### src/rtl/boss_hit_ctrl.sv
// rtl/boss_hit_ctrl.sv - boss hit, death and respawn controller
//
// Purpose: per-frame overlap detection between the player-bullet layer and
// the boss layer, hit-point bookkeeping, and the explosion / dead / revive
// sequence driving the boss judge's boom and revive inputs.
//
// Optional feature: define BOSS_HIT_COOLDOWN_EN to make the boss invulnerable
// for COOLDOWN_FRAMES frames after each registered hit.
//
// Ports:
//   clk          in   pixel clock (only clock)
//   rst          in   asynchronous active-high reset
//   move_tick    in   one-clk strobe at game movement rate
//   frame_start  in   one-clk strobe at the start of each frame
//   bullet_EN    in   current pixel is a visible player bullet
//   boss_EN      in   current pixel is the visible boss
//   boom         out  explosion / dead indication
//   revive       out  respawn request
//   hp           out  remaining hit points (4 bits)
//   hit_pulse    out  one-clk pulse per registered hit
//   bullet_clear out  one-clk pulse on the first overlap pixel of a frame

module boss_hit_ctrl #(
  parameter int BOSS_HP         = 8,
  parameter int DEATH_TICKS     = 255,
  parameter int RESPAWN_TICKS   = 120,
  parameter int COOLDOWN_FRAMES = 4
) (
  input  logic       clk,
  input  logic       rst,
  input  logic       move_tick,
  input  logic       frame_start,
  input  logic       bullet_EN,
  input  logic       boss_EN,
  output logic       boom,
  output logic       revive,
  output logic [3:0] hp,
  output logic       hit_pulse,
  output logic       bullet_clear
);

  typedef enum logic [1:0] {ALIVE, DYING, DEAD, REVIVE} state_t;

  localparam logic [3:0] HP_FULL   = 4'(BOSS_HP);
  localparam logic [7:0] DT_LAST   = 8'(DEATH_TICKS - 1);
  localparam logic [7:0] RT_LAST   = 8'(RESPAWN_TICKS - 1);
  localparam logic [7:0] COOL_LOAD = 8'(COOLDOWN_FRAMES);

  state_t     state, state_nx;
  logic       flag, flag_nx;
  logic [7:0] tick_cnt, tick_nx;
  logic [3:0] hp_nx;
  logic       hit_nx, clear_nx;
  logic       ov;
  logic [7:0] cool;

`ifdef BOSS_HIT_COOLDOWN_EN
  logic [7:0] cool_nx;

  always_ff @(posedge clk or posedge rst) begin
    if (rst) cool <= '0;
    else     cool <= cool_nx;
  end
`else
  // No invulnerability window: the cooldown is permanently zero.
  assign cool = COOL_LOAD & 8'd0;
`endif

  // Overlap only counts while the boss is vulnerable.
  assign ov = bullet_EN && boss_EN && (state == ALIVE) && (cool == 8'd0);

  always_ff @(posedge clk or posedge rst) begin
    if (rst) begin
      state        <= ALIVE;
      flag         <= 1'b0;
      tick_cnt     <= '0;
      hp           <= HP_FULL;
      hit_pulse    <= 1'b0;
      bullet_clear <= 1'b0;
      boom         <= 1'b0;
      revive       <= 1'b0;
    end else begin
      state        <= state_nx;
      flag         <= flag_nx;
      tick_cnt     <= tick_nx;
      hp           <= hp_nx;
      hit_pulse    <= hit_nx;
      bullet_clear <= clear_nx;
      boom         <= (state_nx == DYING) || (state_nx == DEAD);
      revive       <= (state_nx == REVIVE);
    end
  end

  always_comb begin
    state_nx = state;
    flag_nx  = flag;
    tick_nx  = tick_cnt;
    hp_nx    = hp;
    hit_nx   = 1'b0;
    clear_nx = 1'b0;
`ifdef BOSS_HIT_COOLDOWN_EN
    cool_nx  = cool;
`endif

    if (frame_start) begin
      // An overlap on the frame_start clock belongs to the new frame, so it
      // both restarts the flag and counts as that frame's first overlap.
      flag_nx  = ov;
      clear_nx = ov;
`ifdef BOSS_HIT_COOLDOWN_EN
      if (cool != 8'd0) cool_nx = cool - 8'd1;
`endif
      if (state == ALIVE && flag) begin
        hit_nx = 1'b1;
        hp_nx  = (hp != 4'd0) ? hp - 4'd1 : 4'd0;
`ifdef BOSS_HIT_COOLDOWN_EN
        cool_nx = COOL_LOAD;
`endif
        if (hp <= 4'd1) begin
          state_nx = DYING;
          tick_nx  = '0;
        end
      end
    end else begin
      flag_nx  = flag | ov;
      clear_nx = ov && !flag;
    end

    case (state)
      DYING: if (move_tick) begin
        if (tick_cnt == DT_LAST) begin
          state_nx = DEAD;
          tick_nx  = '0;
        end else begin
          tick_nx = tick_cnt + 8'd1;
        end
      end
      DEAD: if (move_tick) begin
        if (tick_cnt == RT_LAST) begin
          state_nx = REVIVE;
          tick_nx  = '0;
        end else begin
          tick_nx = tick_cnt + 8'd1;
        end
      end
      REVIVE: if (move_tick) begin
        state_nx = ALIVE;
        hp_nx    = HP_FULL;
        flag_nx  = 1'b0;
`ifdef BOSS_HIT_COOLDOWN_EN
        cool_nx  = '0;
`endif
      end
      default: ;
    endcase
  end

endmodule
### config.mk
export PLATFORM = sky130hd
export DESIGN_NAME = boss_hit_ctrl
export DESIGN_NICKNAME = d
export VERILOG_FILES = /design/src/rtl/boss_hit_ctrl.sv
export SDC_FILE = /design/constraint.sdc
export NUM_CORES = 1
export LEC_CHECK = 0
export CAP_MARGIN = 40
export CELL_PAD_IN_SITES_DETAIL_PLACEMENT = 1
export CELL_PAD_IN_SITES_GLOBAL_PLACEMENT = 2
export CORE_AREA = 2 2 69 65
export CTS_CLUSTER_DIAMETER = 30
export DETAILED_ROUTE_END_ITERATION = 6
export DIE_AREA = 0 0 71 67
export GPL_ROUTABILITY_DRIVEN = 1
export PLACE_DENSITY_LB_ADDON = 0.1
export SLEW_MARGIN = 20
export SYNTH_ARGS = -nofsm -noshare
export SYNTH_HDL_FRONTEND = slang
export SYNTH_SLANG_ARGS = --single-unit
### constraint.sdc
create_clock -name clk -period 2 [get_ports clk]
set_clock_uncertainty 0.15 [all_clocks]
set_input_delay 0.6 -clock clk [delete_from_list [all_inputs] [get_ports clk]]
set_output_delay 0.6 -clock clk [all_outputs]
set_load 0.03 [all_outputs]
# Word level (Yosys, flattened, before mapping)
# Index checks and enable logic that the tools add are counted.
word_totals:
  register_bits: 19
  in_bits: 6
classes:
  addsub: 2
  n_lt_le_gt_ge: 1
  eq_ne: 8
  mux: 28
  bitwise_logic: 1
  reduce_logical: 8
op_table:
  columns: ["op", "count"]
  rows:
  - ["two-way mux 8 bit", 7]
  - ["two-way mux 4 bit", 5]
  - ["two-way mux 2 bit", 8]
  - ["case mux 8 bit (2 select lines)", 1]
  - ["adder 8 x 1 -> 8 bit (second input constant)", 1]
  - ["== test 2 bit (second input constant)", 4]
  - ["== test 8 x 7 -> 1 bit (second input constant)", 1]
  - ["== test 8 bit (second input constant)", 1]
  - ["two-way mux 1 bit", 6]
  - ["case mux 2 bit (3 select lines)", 1]
  - ["== test 2 x 1 -> 1 bit (second input constant)", 2]
  - ["<= comparator 4 x 1 -> 1 bit (second input constant)", 1]
  - ["logical AND 1 bit", 4]
  - ["nonzero test 4 bit", 1]
  - ["subtractor 4 x 1 -> 4 bit (second input constant)", 1]
  - ["zero test 2 bit", 1]
  - ["zero test 1 bit", 1]
  - ["logical OR 1 bit", 1]
  - ["OR 1 bit", 1]

# Longest topological paths before layout
# Gate-level depths: netlist of run 1.
logic_depth:
  word_depth: 9
  depth_mapped: 8

# Worst setup path after synthesis of run 1
# OpenSTA, ideal clock, no wires.
synth_path:
  path_type: "reg-to-reg"
  start: "register state[0]"
  end: "register boom"
  arrival_ps: 1576
  required_time_ps: 1724
  slack_ps: 148
  stages_incl_launch_ff: 9
  path_buffers: 1
  synth_period_minus_slack_ps: 1852
  cell_sequence: "dfrtp_1 > inv_1 > ha_1 > and3_1 > buf_6 > a21oi_1 > a31oi_1 > o21ai_0 > ha_1"
synth_via:
  elab_chain_len: 9
synth_rtl:
  columns: ["item", "line_no", "source"]
  rows:
  - ["start, declared", "49", "state_t state, state_nx;"]
  - ["start signal, assigned", "83", "state <= state_nx;"]
  - ["zero test 2 bit", "113", "if (state == ALIVE && flag) begin"]
  - ["logical AND 1 bit", "113", null]
  - ["two-way mux 2 bit", "113", null]
  - ["two-way mux 2 bit", "105", "if (frame_start) begin"]
  - ["two-way mux 2 bit (on tied branches)", "139, 131", null]
  - ["two-way mux 2 bit (on tied branches)", "138, 130", null]
  - ["case mux 2 bit (3 select lines) *", "129", "case (state)"]
  - ["== test 2 x 1 -> 1 bit / == test 2 bit (equally long branches)", "89", "boom <= (state_nx == DYING) || (state_nx == DEAD);"]
  - ["logical OR 1 bit *", "89", null]
  - ["end signal, assigned", "89", null]
  - ["end, declared", "35", "output logic boom,"]
# Mark *: on every way between the ends. The rest lies on a longest branch, timed or not.

# Worst setup path after layout of run 1
layout_path:
  start: "register hp[3]"
  end: "output hp[3]"
layout_lines:
  columns: ["item", "line_no", "source"]
  rows:
  - ["start, declared", "37", "output logic [3:0] hp,"]
  - ["start signal, assigned", "86", "hp <= hp_nx;"]
# No word-level cell between the ends.

==> results_dict.tcl, run 1 <==
set metrics [dict create \
    grt_overflow_total 0 \
    grt_pass1_wl_um 4781 \
    syn_to_final_growth_pct 32.62 \
    grt_pass1_vias 1033 \
    hold_viol 0 \
    synth_cells 112 \
    p_per_area_mw_per_mm2 876.2 \
    cts_sinks 19 \
    crit_required_ns 1.25 \
    numCtsBuffers 3 \
    cp_top_family "flip-flops" \
    rsz0062_at_grt "no" \
    worst_slack_ns 0.08146 \
    drive_above_1_share_pct 28.17 \
    portBuffers 13 \
    ctsHoldBuffers 0 \
    fin_cells 190 \
    diodes 0 \
    max_clock_freq_ghz 0.5212 \
    r2r_cells 6 \
    htreeDepth 1 \
    min-delay-start "hp[0]" \
    placed_cell_area_mm2 0.001451 \
    final_nets 157 \
    swShare_pct 36.48 \
    avgRoutedWirePerCell_um 14.53 \
    holdPathStages 2 \
    syn_area_per_cell_um2 10.38 \
    worstSetupEndpointType "output pin" \
    path_class "reg2out" \
    rows 22 \
    startpoint_type "flip-flop" \
    fin_area_mm2 0.001541 \
    route.detailed.drc 0 \
    grt_max_degree 20 \
    synth_cell_types 44 \
    final_antenna_net_count 0 \
    drt_iter0_markers 23 \
    fillerInstances 454 \
    start_util_pct 29.12 \
    die-area_mm2 0.004757 \
    worst_pin_slew_ns 0.3131 \
    p_int_mw 0.8579 \
    synth_top_cell_area_share_pct 38.75 \
    worst-path-buf-inv 1 \
    yosys_warnings 0 \
    synth.cell_area_mm2 0.001162 \
    synth_area_leaders "dfrtp_1 39%, ha_1 8.6%, nor2_1 3.2%" \
    reg2reg_to "boom" \
    ys_ff_latch 19 \
    p_switching_mw 0.4927 \
    post-dp-hpwl_um 2191 \
    dr.pass1.iters 4 \
    clkTransAtPathRegs_ns 0.07 \
    relSlewSlack_pct 79.10 \
    clock_latency_ns 0.25 \
    synth.largest_area_cell "dfrtp_1" \
    gp_congestion 0.7541 \
    finalCritPeriodShare_pct 95.93 \
    syn_nets 126 \
    setup_viol 0 \
    die_y_um 67 \
    core_area_mm2 0.003991 \
    crit_slowest_cell "dfstp_2" \
    cts_tree "built" \
    num_vias 933 \
    root_buffer "clkbuf_8" \
    antenna_found_initial 0 \
    dp_slack_ns -0.3991 \
    clock_power_share_pct 20.0 \
    rrSetupSlack_ns 0.14 \
    leakage_nw 0.7109 \
    r2r_start "tick_cnt[0]" \
    holdCritPathClass "reg2reg" \
    period_needed_ns 1.919 \
    via_per_inst 4.911 \
    ir_worst_vdd_mv 0.3601 \
    ioPinCount 14 \
    drv_cap 0 \
    p_comb_share_pct 43.4 \
    yosysSeqAreaShare_pct 41.01 \
    dieWidth_um 71 \
    cts_buffer_depth 2 \
    min_to "hp[0]" \
    final_util_pct 38.62 \
    crit_arrival_ns 1.17 \
    dp_cells 186 \
    drv_slew 0 \
    grt_usage_pct 13.07 \
    seqPwrFrac_pct 36.6 \
    critPathMaxFanout 2 \
    wirelength_um 2761 \
    cpPeakStageDelay_ns 0.53 \
    cp_cell_sequence "dlygate4sd2_1" \
    status "completed" \
]
==> metrics by stage <==
step	TNS (ns)	total power, mW	hold WS (ns)
2_1_floorplan	0	0.8452	0.3778
3_3_place_gp	-2.483	1.044	0.4227
3_5_place_dp	-2.753	1.053	0.4250
4_1_cts	0	1.355	0.4391
5_1_grt	0	1.458	0.4493
6_report	0	1.351	0.4378
==> final cells by class <==
| cell class | count | area [um2] | share of cell area (%) |
|---|---|---|---|
| inverter | 5 | 18.77 | 1.218 |
| tap | 48 | 60.06 | 3.896 |
| multi-input combinational | 84 | 684.4 | 44.40 |
| sequential | 19 | 476.7 | 30.93 |
| timing repair buffer | 30 | 256.5 | 16.64 |
| clock buffer | 4 | 45.04 | 2.922 |
==> registers in the layout (all words and copies together) (netlist names) <==
signal	flops
hit_pulse	1
bullet_clear	1
tick_cnt	8
revive	1
state	2
boom	1
hp	4
flag	1
==> cells in the final DEF, fill, tap and decap left out, types with 2 or more instances in the layout <==
master / Yosys / final
inv_1: 5 / 4
dfrtp_1: 18 / 18
ha_1: 8 / 8
a21oi_1: 6 / 6
nor2_1: 10 / 9
o21ai_1: 1 / 2
o2bb2ai_1: 3 / 2
xor2_1: 3 / 3
or3_1: 2 / 2
o2bb2ai_2: 2 / 3
and3_4: 1 / 2
clkbuf_8: 0 / 3
clkdlybuf4s50_1: 0 / 3
dlymetal6s2s_1: 0 / 2
nor3_1: 4 / 4
dlygate4sd2_1: 0 / 8
nand2_1: 7 / 6
buf_4: 1 / 16
o21ai_0: 4 / 3
xnor2_1: 3 / 3
a31oi_1: 2 / 2
nand3_1: 5 / 5
==> per-layer routing <==
metal	GRT usage [%]	wire, um	share of wire (%)
met5	0	0	0
met4	2.830	19	0.69
met3	4.085	95	3.4
met2	21.38	1257	46
met1	16.97	1389	50
==> power by group through the flow <==
stage | sequential (mW) | clock [mW] | combinational [mW]
finish | 0.494 | 0.270 | 0.586
global route | 0.505 | 0.304 | 0.648
CTS | 0.494 | 0.289 | 0.571
detailed placement | 0.502 | 0 | 0.551
global placement | 0.500 | 0 | 0.544
floorplan | 0.545 | 0 | 0.301
==> cell usage after synthesis, drive strengths merged <==
cell type	instances
dfrtp	18
nor2	10
ha	8
nand2	7
a21oi	6
nand3	6
inv	5
nor3	5
o21ai	5
o2bb2ai	5
buf	4
a21boi	3
xnor2	3
xor2	3
a31oi	2
and3	2
nand4	2
or3	2
a2111oi	1
a211oi	1
a22oi	1
and2	1
and4	1
dfstp	1
nand2b	1
nand4b	1
nor2b	1
nor3b	1
o21a	1
o22a	1
o31a	1
o31ai	1
or2b	1
or4b	1
==> worst max-delay path by stage <==
| stage | from | to | cells after the start |
|---|---|---|---|
| global placement | move_tick | boom | 5 |
| finish | hp[3] | hp[3] | 1 |
| global route | state[1] | boom | 7 |
| detailed placement | move_tick | boom | 5 |
| CTS | bullet_clear | bullet_clear | 1 |
| floorplan | state[0] | boom | 8 |
==> logic make-up after synthesis <==
| family | synth area share, % |
|---|---|
| DFF | 41.01 |
| AOI/OAI and AO/OA | 19.27 |
| adders and majority gates | 8.612 |
| xor gates and xnor gates | 4.522 |
| and+or+nand+nor | 22.50 |
| buffers and inverters | 4.091 |
==> timing repair <==
item / CTS / global route
gates resized for setup: 13 / 9
pin swaps: 0 / 2
endpoints found under the setup margin: 10 / 9
setup buffers: 0 / 0
endpoints found under the hold margin: 0 / 0
No activity file was read; power rests on OpenSTA's default activity.
==> run 2, diff against run 1 <==
CORE_AREA = 2 2 66 68   (was 2 2 69 65)
CTS_BUF_LIST = sky130_fd_sc_hd__clkbuf_8   (was not set)
DIE_AREA = 0 0 68 70   (was 0 0 71 67)
==> results_dict.tcl, run 2 (synthesized netlist as in run 1, its figures left out) <==
set metrics [dict create \
    post-dp-hpwl_um 2111 \
    path_class "in2reg" \
    num_vias 914 \
    startpoint_type "input port" \
    largest_register_ffs 8 \
    placed_cell_area_mm2 0.001429 \
    grt_pass1_wl_um 4664 \
    grt_max_degree 14 \
    final_nets 152 \
    cts_tree "built" \
    portBuffers 13 \
    clock_latency_ns 0.26 \
    relSlewSlack_pct 73.55 \
    ioPinCount 14 \
    critPathMaxFanout 2 \
    status "finished with violations" \
    dr.pass1.iters 4 \
    violations "setup timing" \
    finalCritPeriodShare_pct 101.4 \
    htreeDepth 1 \
    grt_pass1_vias 1013 \
    die_y_um 70 \
    leakage_nw 0.6778 \
    mostFrequentLayoutCell "dfrtp_1" \
    gp_congestion 0.7528 \
    fillerInstances 485 \
    crit_required_ns 2.00 \
    largest_register "tick_cnt" \
    busiest_layer "met2" \
    hold_viol 0 \
    cts_sinks 19 \
    setup_viol 1 \
    clkTransAtPathRegs_ns 0.07 \
    top_regs "tick_cnt: 8 flops, hp: 4 flops, state: 2 flops" \
    period_needed_ns 2.028 \
    grt_util_met3_pct 2.093 \
    drt_iter0_markers 16 \
    via_per_inst 4.836 \
    endpoint "boom" \
    cts_buffer_depth 2 \
    drv_cap 0 \
    ir_worst_vdd_mv 0.2844 \
    route.detailed.drc 0 \
    dp_slack_ns -0.4111 \
    reg2reg_to "boom" \
    r2r_start "state[0]" \
    power_mw 1.304 \
    r2r_cells 5 \
    ctsHoldBuffers 0 \
    grt_overflow_total 0 \
    worstSetupEndpointType "flip-flop" \
    fin_area_mm2 0.001485 \
    drive_above_1_share_pct 24.09 \
    worst_slack_ns -0.02838 \
    most-common-layout-cells "18 x dfrtp_1, 12 x buf_4, 9 x nor2_1" \
    start_util_pct 28.05 \
    use_met2_pct 20.93 \
    drv_slew 0 \
    max_clock_freq_ghz 0.4930 \
    core_area_mm2 0.004144 \
    rsz0062_at_grt "yes" \
    wirelength_um 2726 \
    crit_start "move_tick" \
    grt.met1_usage_pct 16.55 \
    timing.hold.ws_ns 0.3579 \
    rows 24 \
    holdCritPathClass "reg2reg" \
    grt_usage_pct 12.86 \
    numCtsBuffers 3 \
    final_antenna_net_count 0 \
    worst_pin_slew_ns 0.3961 \
    dieWidth_um 68 \
    p_per_area_mw_per_mm2 878.1 \
    fin_tns_setup_ns -0.02838 \
    crit_arrival_ns 2.03 \
    diodes 0 \
    antenna_found_initial 0 \
    die-area_mm2 0.004760 \
    min-delay-start "hp[3]" \
    syn_to_final_growth_pct 27.77 \
    rrSetupSlack_ns 0.10 \
    avgRoutedWirePerCell_um 14.42 \
    root_buffer "clkbuf_8" \
]
run 2: changes by cell type in the layout (fill, tap and decap cells not counted), moves of 2 or more:
cell             delta
dlygate4sd2_1       -2
clkdlybuf4s50_1     +2
inv_1               +2
buf_4               -4
run 2: metal layers:
metal  wire length, um  vias to the layer above
met3               109                        5
met2              1288                       16
met1              1277                      440
met5                 0                        -
met4                51                        0
li1                  -                      453
run 2: report_power, final:
group | total, mW | switching (mW) | internal, mW | leakage, nW
sequential | 0.499 | 0.0550 | 0.444 | 0.254
clock | 0.270 | 0.133 | 0.137 | 0.0269
combinational | 0.535 | 0.295 | 0.240 | 0.397
run 2: what timing repair did:
action                     in CTS  in global routing
buffers inserted                0                  0
setup endpoints to repair       8                  3
gates resized for setup        11                  2
pin swaps                       1                  1
cloned                          0                  0
run 2: area by class of cell:
type / instances / area (um2) / share of cell area [%]
clock inverters: 1 / 3.754 / 0.2527
well taps: 52 / 65.06 / 4.381
repair buffers: 25 / 225.2 / 15.16
flip-flops and latches: 19 / 476.7 / 32.10
inverters: 5 / 18.77 / 1.264
multi-input cells: 84 / 654.4 / 44.06
clock buffers: 3 / 41.29 / 2.780
run 2: stage by stage:
stage                     utilization [%]  cells
after floorplan                         -    112
after global placement              34.48    185
after detailed placement            34.48    185
after CTS                           35.72    189
after global routing                35.84    189
final                               35.84    189
run 2: worst max-delay path, stage by stage:
cell,delay [ns]
clkdlybuf4s50_1,0.51
inv_1,0.09
a2111oi_2,0.40
o21ai_1,0.15
ha_1,0.28
run 2: worst min-delay path by stage:
stage,end,cells past startpoint
floorplan,tick_cnt[7],1
global placement,hp[3],2
detailed placement,hp[3],2
CTS,hp[3],2
global route,hp[3],2
finish,hp[3],2
==> run 3, diff against run 2 <==
GPL_ROUTABILITY_DRIVEN = 0   (was 1)
==> results of run 3 <==
Same layout as run 2: the final DEF is identical, and so are final timing and power.
